<file path="src/rtl/riscv_alu_pkg.sv">
// Shared definitions for the integer execute stage: funct3 opcodes and handshake FSM states.
// The optional ALU_EXEC_STAGE_ZERO_FLAG_EN feature needs nothing from this package.
package riscv_alu_pkg;

  localparam logic [2:0] F3_ADD  = 3'b000;
  localparam logic [2:0] F3_SLL  = 3'b001;
  localparam logic [2:0] F3_SLT  = 3'b010;
  localparam logic [2:0] F3_SLTU = 3'b011;
  localparam logic [2:0] F3_XOR  = 3'b100;
  localparam logic [2:0] F3_SR   = 3'b101;
  localparam logic [2:0] F3_OR   = 3'b110;
  localparam logic [2:0] F3_AND  = 3'b111;

  // Encoded as {out_valid, skid_valid}.
  typedef enum logic [1:0] {
    ST_EMPTY = 2'b00,
    ST_BUSY  = 2'b10,
    ST_FULL  = 2'b11
  } state_e;

endpackage

</file>
<file path="src/rtl/alu_core.sv">
// Purely combinational RV32/64 integer ALU: funct3/alt select among add/sub, shifts,
// compares and the bitwise operations built from gate primitives.
module alu_core
  import riscv_alu_pkg::*;
#(
  parameter int XLEN = 32
) (
  input  logic [2:0]      funct3,
  input  logic            alt,
  input  logic [XLEN-1:0] rs1,
  input  logic [XLEN-1:0] rs2,
  output logic [XLEN-1:0] result
);

  localparam int SHW = $clog2(XLEN);

  logic [XLEN-1:0] and_s;
  logic [XLEN-1:0] or_s;
  logic [XLEN-1:0] xor_s;
  logic [XLEN-1:0] b_op_s;
  logic [XLEN-1:0] sum_s;
  logic [XLEN-1:0] sra_s;
  logic [SHW-1:0]  shamt_s;
  logic            slt_s;
  logic            sltu_s;

  for (genvar i = 0; i < XLEN; i++) begin : g_bit
    and u_and (and_s[i], rs1[i], rs2[i]);
    or  u_or  (or_s[i],  rs1[i], rs2[i]);
    xor u_xor (xor_s[i], rs1[i], rs2[i]);
  end

  // Subtraction is rs1 + ~rs2 + 1, sharing the single adder.
  assign b_op_s  = alt ? ~rs2 : rs2;
  assign sum_s   = rs1 + b_op_s + {{(XLEN-1){1'b0}}, alt};
  assign shamt_s = rs2[SHW-1:0];
  assign sra_s   = $unsigned($signed(rs1) >>> shamt_s);
  assign slt_s   = $signed(rs1) < $signed(rs2);
  assign sltu_s  = rs1 < rs2;

  // Result selection by funct3.
  always_comb begin
    result = {XLEN{1'b0}};
    case (funct3)
      F3_ADD:  result = sum_s;
      F3_SLL:  result = rs1 << shamt_s;
      F3_SLT:  result = {{(XLEN-1){1'b0}}, slt_s};
      F3_SLTU: result = {{(XLEN-1){1'b0}}, sltu_s};
      F3_XOR:  result = xor_s;
      F3_SR:   result = alt ? sra_s : (rs1 >> shamt_s);
      F3_OR:   result = or_s;
      F3_AND:  result = and_s;
      default: result = {XLEN{1'b0}};
    endcase
  end

endmodule

</file>
<file path="src/rtl/alu_exec_stage.sv">
// Registered execute stage: valid/ready handshake FSM, output register and one skid entry
// around alu_core. Define ALU_EXEC_STAGE_ZERO_FLAG_EN to add the registered out_zero flag.
module alu_exec_stage
  import riscv_alu_pkg::*;
#(
  parameter int XLEN = 32
) (
  input  logic            clk,
  input  logic            rst_n,
  input  logic            in_valid,
  output logic            in_ready,
  input  logic [2:0]      in_funct3,
  input  logic            in_alt,
  input  logic [XLEN-1:0] in_rs1,
  input  logic [XLEN-1:0] in_rs2,
  input  logic [4:0]      in_rd,
  output logic            out_valid,
  input  logic            out_ready,
  output logic [XLEN-1:0] out_result,
  output logic [4:0]      out_rd
`ifdef ALU_EXEC_STAGE_ZERO_FLAG_EN
  ,
  output logic            out_zero
`endif
);

  state_e          state_r;
  state_e          state_s;
  logic            in_ready_r;
  logic            out_valid_r;
  logic [XLEN-1:0] out_result_r;
  logic [4:0]      out_rd_r;
  logic [XLEN-1:0] skid_result_r;
  logic [4:0]      skid_rd_r;
  logic [XLEN-1:0] alu_result_s;
  logic            accept_s;
  logic            drain_s;
  logic            load_out_in_s;
  logic            load_out_skid_s;
  logic            load_skid_s;

  alu_core #(.XLEN(XLEN)) u_alu_core (
    .funct3 (in_funct3),
    .alt    (in_alt),
    .rs1    (in_rs1),
    .rs2    (in_rs2),
    .result (alu_result_s)
  );

  assign accept_s = in_valid & in_ready_r;
  assign drain_s  = out_valid_r & out_ready;

  // Next-state and datapath load selects for the handshake FSM.
  always_comb begin
    state_s         = state_r;
    load_out_in_s   = 1'b0;
    load_out_skid_s = 1'b0;
    load_skid_s     = 1'b0;
    case (state_r)
      ST_EMPTY: begin
        if (accept_s) begin
          state_s       = ST_BUSY;
          load_out_in_s = 1'b1;
        end else begin
          state_s = ST_EMPTY;
        end
      end
      ST_BUSY: begin
        if (accept_s && drain_s) begin
          state_s       = ST_BUSY;
          load_out_in_s = 1'b1;
        end else if (accept_s) begin
          state_s     = ST_FULL;
          load_skid_s = 1'b1;
        end else if (drain_s) begin
          state_s = ST_EMPTY;
        end else begin
          state_s = ST_BUSY;
        end
      end
      ST_FULL: begin
        if (drain_s) begin
          state_s         = ST_BUSY;
          load_out_skid_s = 1'b1;
        end else begin
          state_s = ST_FULL;
        end
      end
      default: state_s = ST_EMPTY;
    endcase
  end

  // State register; in_ready and out_valid are flopped from the next state.
  always_ff @(posedge clk or negedge rst_n) begin
    if (!rst_n) begin
      state_r     <= ST_EMPTY;
      in_ready_r  <= 1'b1;
      out_valid_r <= 1'b0;
    end else begin
      state_r     <= state_s;
      in_ready_r  <= (state_s != ST_FULL);
      out_valid_r <= (state_s != ST_EMPTY);
    end
  end

  // Output and skid data registers; output holds while stalled.
  always_ff @(posedge clk or negedge rst_n) begin
    if (!rst_n) begin
      out_result_r  <= {XLEN{1'b0}};
      out_rd_r      <= 5'd0;
      skid_result_r <= {XLEN{1'b0}};
      skid_rd_r     <= 5'd0;
    end else begin
      if (load_out_in_s) begin
        out_result_r <= alu_result_s;
        out_rd_r     <= in_rd;
      end else if (load_out_skid_s) begin
        out_result_r <= skid_result_r;
        out_rd_r     <= skid_rd_r;
      end else begin
        out_result_r <= out_result_r;
        out_rd_r     <= out_rd_r;
      end
      if (load_skid_s) begin
        skid_result_r <= alu_result_s;
        skid_rd_r     <= in_rd;
      end else begin
        skid_result_r <= skid_result_r;
        skid_rd_r     <= skid_rd_r;
      end
    end
  end

`ifdef ALU_EXEC_STAGE_ZERO_FLAG_EN
  logic out_zero_r;
  logic skid_zero_r;
  logic alu_zero_s;

  assign alu_zero_s = (alu_result_s == {XLEN{1'b0}});

  // Zero flag rides alongside the result through the same register path.
  always_ff @(posedge clk or negedge rst_n) begin
    if (!rst_n) begin
      out_zero_r  <= 1'b0;
      skid_zero_r <= 1'b0;
    end else begin
      if (load_out_in_s) begin
        out_zero_r <= alu_zero_s;
      end else if (load_out_skid_s) begin
        out_zero_r <= skid_zero_r;
      end else begin
        out_zero_r <= out_zero_r;
      end
      if (load_skid_s) begin
        skid_zero_r <= alu_zero_s;
      end else begin
        skid_zero_r <= skid_zero_r;
      end
    end
  end

  assign out_zero = out_zero_r;
`endif

  assign in_ready   = in_ready_r;
  assign out_valid  = out_valid_r;
  assign out_result = out_result_r;
  assign out_rd     = out_rd_r;

endmodule
</file>
<file path="config.mk">
export PLATFORM = sky130hd
export DESIGN_NAME = alu_exec_stage
export DESIGN_NICKNAME = d
export VERILOG_FILES = /design/src/rtl/riscv_alu_pkg.sv /design/src/rtl/alu_core.sv /design/src/rtl/alu_exec_stage.sv
export SDC_FILE = /design/constraint.sdc
export NUM_CORES = 1
export LEC_CHECK = 0
export BUFFER_PORTS_ARGS = -buffer_cell sky130_fd_sc_hd__buf_2
export CORE_MARGIN = 2
export CORE_UTILIZATION = 52
export CTS_CLUSTER_DIAMETER = 40
export DETAILED_ROUTE_END_ITERATION = 6
export PLACE_DENSITY_LB_ADDON = 0.1
export SETUP_SLACK_MARGIN = 0.4
export SYNTH_ARGS = -nofsm -noshare
export SYNTH_HDL_FRONTEND = slang
export SYNTH_HIERARCHICAL = 1
export SYNTH_SLANG_ARGS = --single-unit
</file>
<file path="constraint.sdc">
create_clock -name clk -period 1.4 [get_ports clk]
set_clock_uncertainty 0.1 [all_clocks]
set_input_delay 0.28 -clock clk [delete_from_list [all_inputs] [get_ports clk]]
set_output_delay 0.28 -clock clk [all_outputs]
set_load 0.03 [all_outputs]
</file>
==> results.cfg <==
[run_status]
outcome = finished, violations left
violations = DRC, setup timing

[power]
p_leak_nw = 8.86
pwr-share-seq_pct = 18.8
pwr-share-comb_pct = 68.9
sw_frac_of_total_pct = 45.3
p_int_mw = 12.4
p_per_area_mw_per_mm2 = 1220
power_switching_mw = 10.3
power_mw = 22.7
clkPwrFrac_pct = 12.4
ir_drop_v = 0.00135

[synth]
synth_edf_count = 0
synth_cell_types = 84
synth_flop_cell = dfrtp_1
syn_nets = 1596
async_flop_share_pct = 100
syn_inst = 1391
avgSynthCellArea_sq_um = 8.53
seq_area_frac_synth_pct = 16.5
yosys_warnings = 6
syn_area_sq_mm = 0.0119
yosys_register_bits = 78

[global_route]
met1_usage_pct = 55.2
grt_start_max_net_pins = 67
use_met2_pct = 71.9
grt_pass1_vias = 13900
globalRouteMet3Util_pct = 4.57
grt_use_total_pct = 42.2
antenna_found_initial = 1
grt_pass1_wl_um = 78400
overflow = 0
grt_busiest_layer = met2

[routing]
drc = 3
drtAntennaViolNets = 0
viasPerCell = 6.72
route.vias.total = 15100
drt-initial-drc-count = 1948
firstDrtPassIters = 7
routed_wl_um = 59600
wire_per_inst_um = 26.6

[timing]
worst_slack_ns = -2.06
maxSlewViolCount = 0
finalSetupViolations = 80
min_period_ns = 3.46
worst_slew_pin_slew_ns = 0.655
rsz0062_at_grt = true
whs_ns = 0.0894
fmax_mhz = 289
slew_headroom_pct = 56.2
hold_viol = 0
finalCritPeriodShare_pct = 247

[worst_setup_path]
cp_cell_sequence = buf_12 > buf_12 > mux2_4 > fa_2 > a211o_1 > a21o_2 > o2111a_2 > or2_1 > a211o_2 > xor2_1 > nor2_1 > nor2_2 > o21ai_1 > o2bb2ai_1
reg2reg_from = state_r[0]$_DFF_PN0_
worstSetupPathType = primary input to flop
crit_family = compound AO/OA/AOI/OAI gates
cpPeakStageDelay_ns = 0.35
r2r-end = out_result[20]$_DFFE_PN0P_
cp_num_cells = 14
reg2reg_depth = 5
crit_path_end_kind = flop
rrSetupSlack_ns = -0.51
start_kind = primary input
cp.required_ns = 1.56
path_buf_inv = 2
cp.arrival_ns = 3.62
crit_fanout = 5
cp_slowest_cell = fa_2
crit_top_cell = buf_12

[floorplanning]
start_util_pct = 52.8
core-area_sq_mm = 0.0225
io_pins = 116
die_w_um = 155
die_h_um = 155
die-area_sq_mm = 0.0241
row_count = 55

[placement]
placed_area_sq_mm = 0.0160
port_buffers = 115
dpl.hpwl_um = 38400
place_congestion = 1.00
place_inst = 2129

[worst_hold_path]
worstHoldPathCells = 2
hold_start = in_rd[3]
hold_path_class = primary input to flop
worstHoldEndpoint = skid_rd_r[3]$_DFFE_PN0P_

[flow_run]
maxCapViolations = 0

[layout]
final_net_count = 2161
final_area_sq_mm = 0.0186
diodes = 0
layout-drive-gt1-share_pct = 49.0
area_growth_pct = 57.0
final_cells = 2245
utilization_pct = 82.8

[clock_network]
numCtsBuffers = 9
clock-root-buffer = clkbuf_16
clk_pin_slew_ns = 0.07
insertion_delay_ns = 0.36
htree_levels = 3
cts_buffer_depth = 2
cts_tree = built
cts_sinks = 78
[power by group through the flow]
stage	combinational, mW	sequential [mW]	clock, mW
6_report	15.7	4.27	2.81
4_1_cts	12.9	3.94	2.66
3_3_place_gp	10.7	3.82	0
3_5_place_dp	11.0	3.87	0
5_1_grt	16.1	4.25	2.88
2_1_floorplan	6.01	4.66	0
[metrics by stage]
step	setup slack [ns]	setup TNS (ns)
finish	-2.06	-102.69
global route	-2.14	-106.16
detailed placement	-2.11	-116.78
floorplan	-1.96	-95.50
CTS	-1.63	-89.46
global placement	-2.03	-113.75
[Yosys cell counts, types with 10 or more instances]
| master | count | area (sq um) |
|---|---|---|
| xor2_1 | 38 | 333 |
| buf_1 | 13 | 48.8 |
| mux2_4 | 31 | 465 |
| o2bb2ai_1 | 39 | 342 |
| o21bai_1 | 12 | 90.1 |
| nor3_1 | 23 | 115 |
| a221oi_1 | 11 | 96.3 |
| a21oi_1 | 136 | 681 |
| nor2_1 | 153 | 574 |
| a21o_1 | 10 | 75.1 |
| o211ai_1 | 17 | 128 |
| nand2_1 | 66 | 248 |
| a22oi_1 | 15 | 113 |
| ha_1 | 127 | 1590 |
| o21ai_0 | 114 | 571 |
| xnor2_1 | 14 | 123 |
| inv_1 | 102 | 383 |
| mux2i_1 | 46 | 460 |
| dfrtp_1 | 77 | 1930 |
| a211oi_1 | 11 | 82.6 |
| buf_6 | 17 | 191 |
| clkbuf_1 | 46 | 173 |
| mux4_2 | 57 | 1280 |
| nand3_1 | 15 | 75.1 |
| buf_2 | 17 | 85.1 |
[worst max path at each step]
stage               startpoint                             to  slack, ns
detailed placement      in_alt  skid_result_r[26]$_DFFE_PN0P_      -2.11
floorplan            in_rs2[1]  skid_result_r[20]$_DFFE_PN0P_      -1.96
global route            in_alt     out_result[30]$_DFFE_PN0P_      -2.14
CTS                     in_alt  skid_result_r[26]$_DFFE_PN0P_      -1.63
global placement        in_alt  skid_result_r[26]$_DFFE_PN0P_      -2.03
finish                  in_alt     out_result[16]$_DFFE_PN0P_      -2.06
[timing repair]
action                                 in CTS  in global routing
hold buffers                                1                  0
gates cloned                                3                  4
endpoints found under the hold margin      18                  0
resized for setup                         234                114
setup endpoints to repair                 117                176
setup buffers                              60                 33
pin swaps                                  69                 80
[area by class of cell]
type                    count  area [sq um]
multi-input cells        1110         10000
repair buffers            654          5550
fillers                  1291          3870
flip-flops and latches     78          1950
inverters                 103           392
well taps                 285           357
clock buffers               9           225
clock inverters             6           111
[cell usage in the layout (no fill, tap or decap), drive strengths merged, types with 14 or more instances in the layout]
cell type,instances
nor3,23
nand2,67
a21oi,136
ha,127
o2bb2ai,39
mux2i,46
nand3,15
nor2,153
o211ai,18
a22oi,15
buf,650
inv,103
xnor2,14
xor2,38
mux2,39
dfrtp,77
mux4,62
o21ai,124
[cells by family (layout without fill, tap and decap cells)]
| logic type | after synthesis | in the layout | synth area share (%) |
|---|---|---|---|
| buffers and inverters | 203 | 772 | 8.00 |
| AOI/OAI and AO/OA | 467 | 467 | 25.8 |
| xor gates and xnor gates | 52 | 52 | 3.84 |
| and+or+nand+nor | 316 | 316 | 11.9 |
| DFF | 78 | 78 | 16.5 |
| muxes | 147 | 147 | 20.5 |
| adders and majority gates | 128 | 128 | 13.6 |
[worst register-to-register path, delay by kind of cell (launching register included)]
| family | cells | cell delay, ns |
|---|---|---|
| AO/OA/AOI/OAI | 2 | 0.65 |
| flip-flops | 1 | 0.40 |
| buffers and inverters | 2 | 0.38 |
| AND/OR/NAND/NOR | 1 | 0.24 |
[layer usage]
layer / share of wire [%] / vias to the layer above
met4: 6.8 / 0
met5: 0 / -
li1: - / 6265
met1: 36 / 7176
met3: 11 / 373
met2: 46 / 1272
[flip-flops by register name (all words and copies together) (netlist names)]
register and flops:
out_result 32, out_rd 5, state_r 2, skid_result_r 32, out_valid 1, skid_rd_r 5
in_ready 1
(Power assumes the default switching activity.)
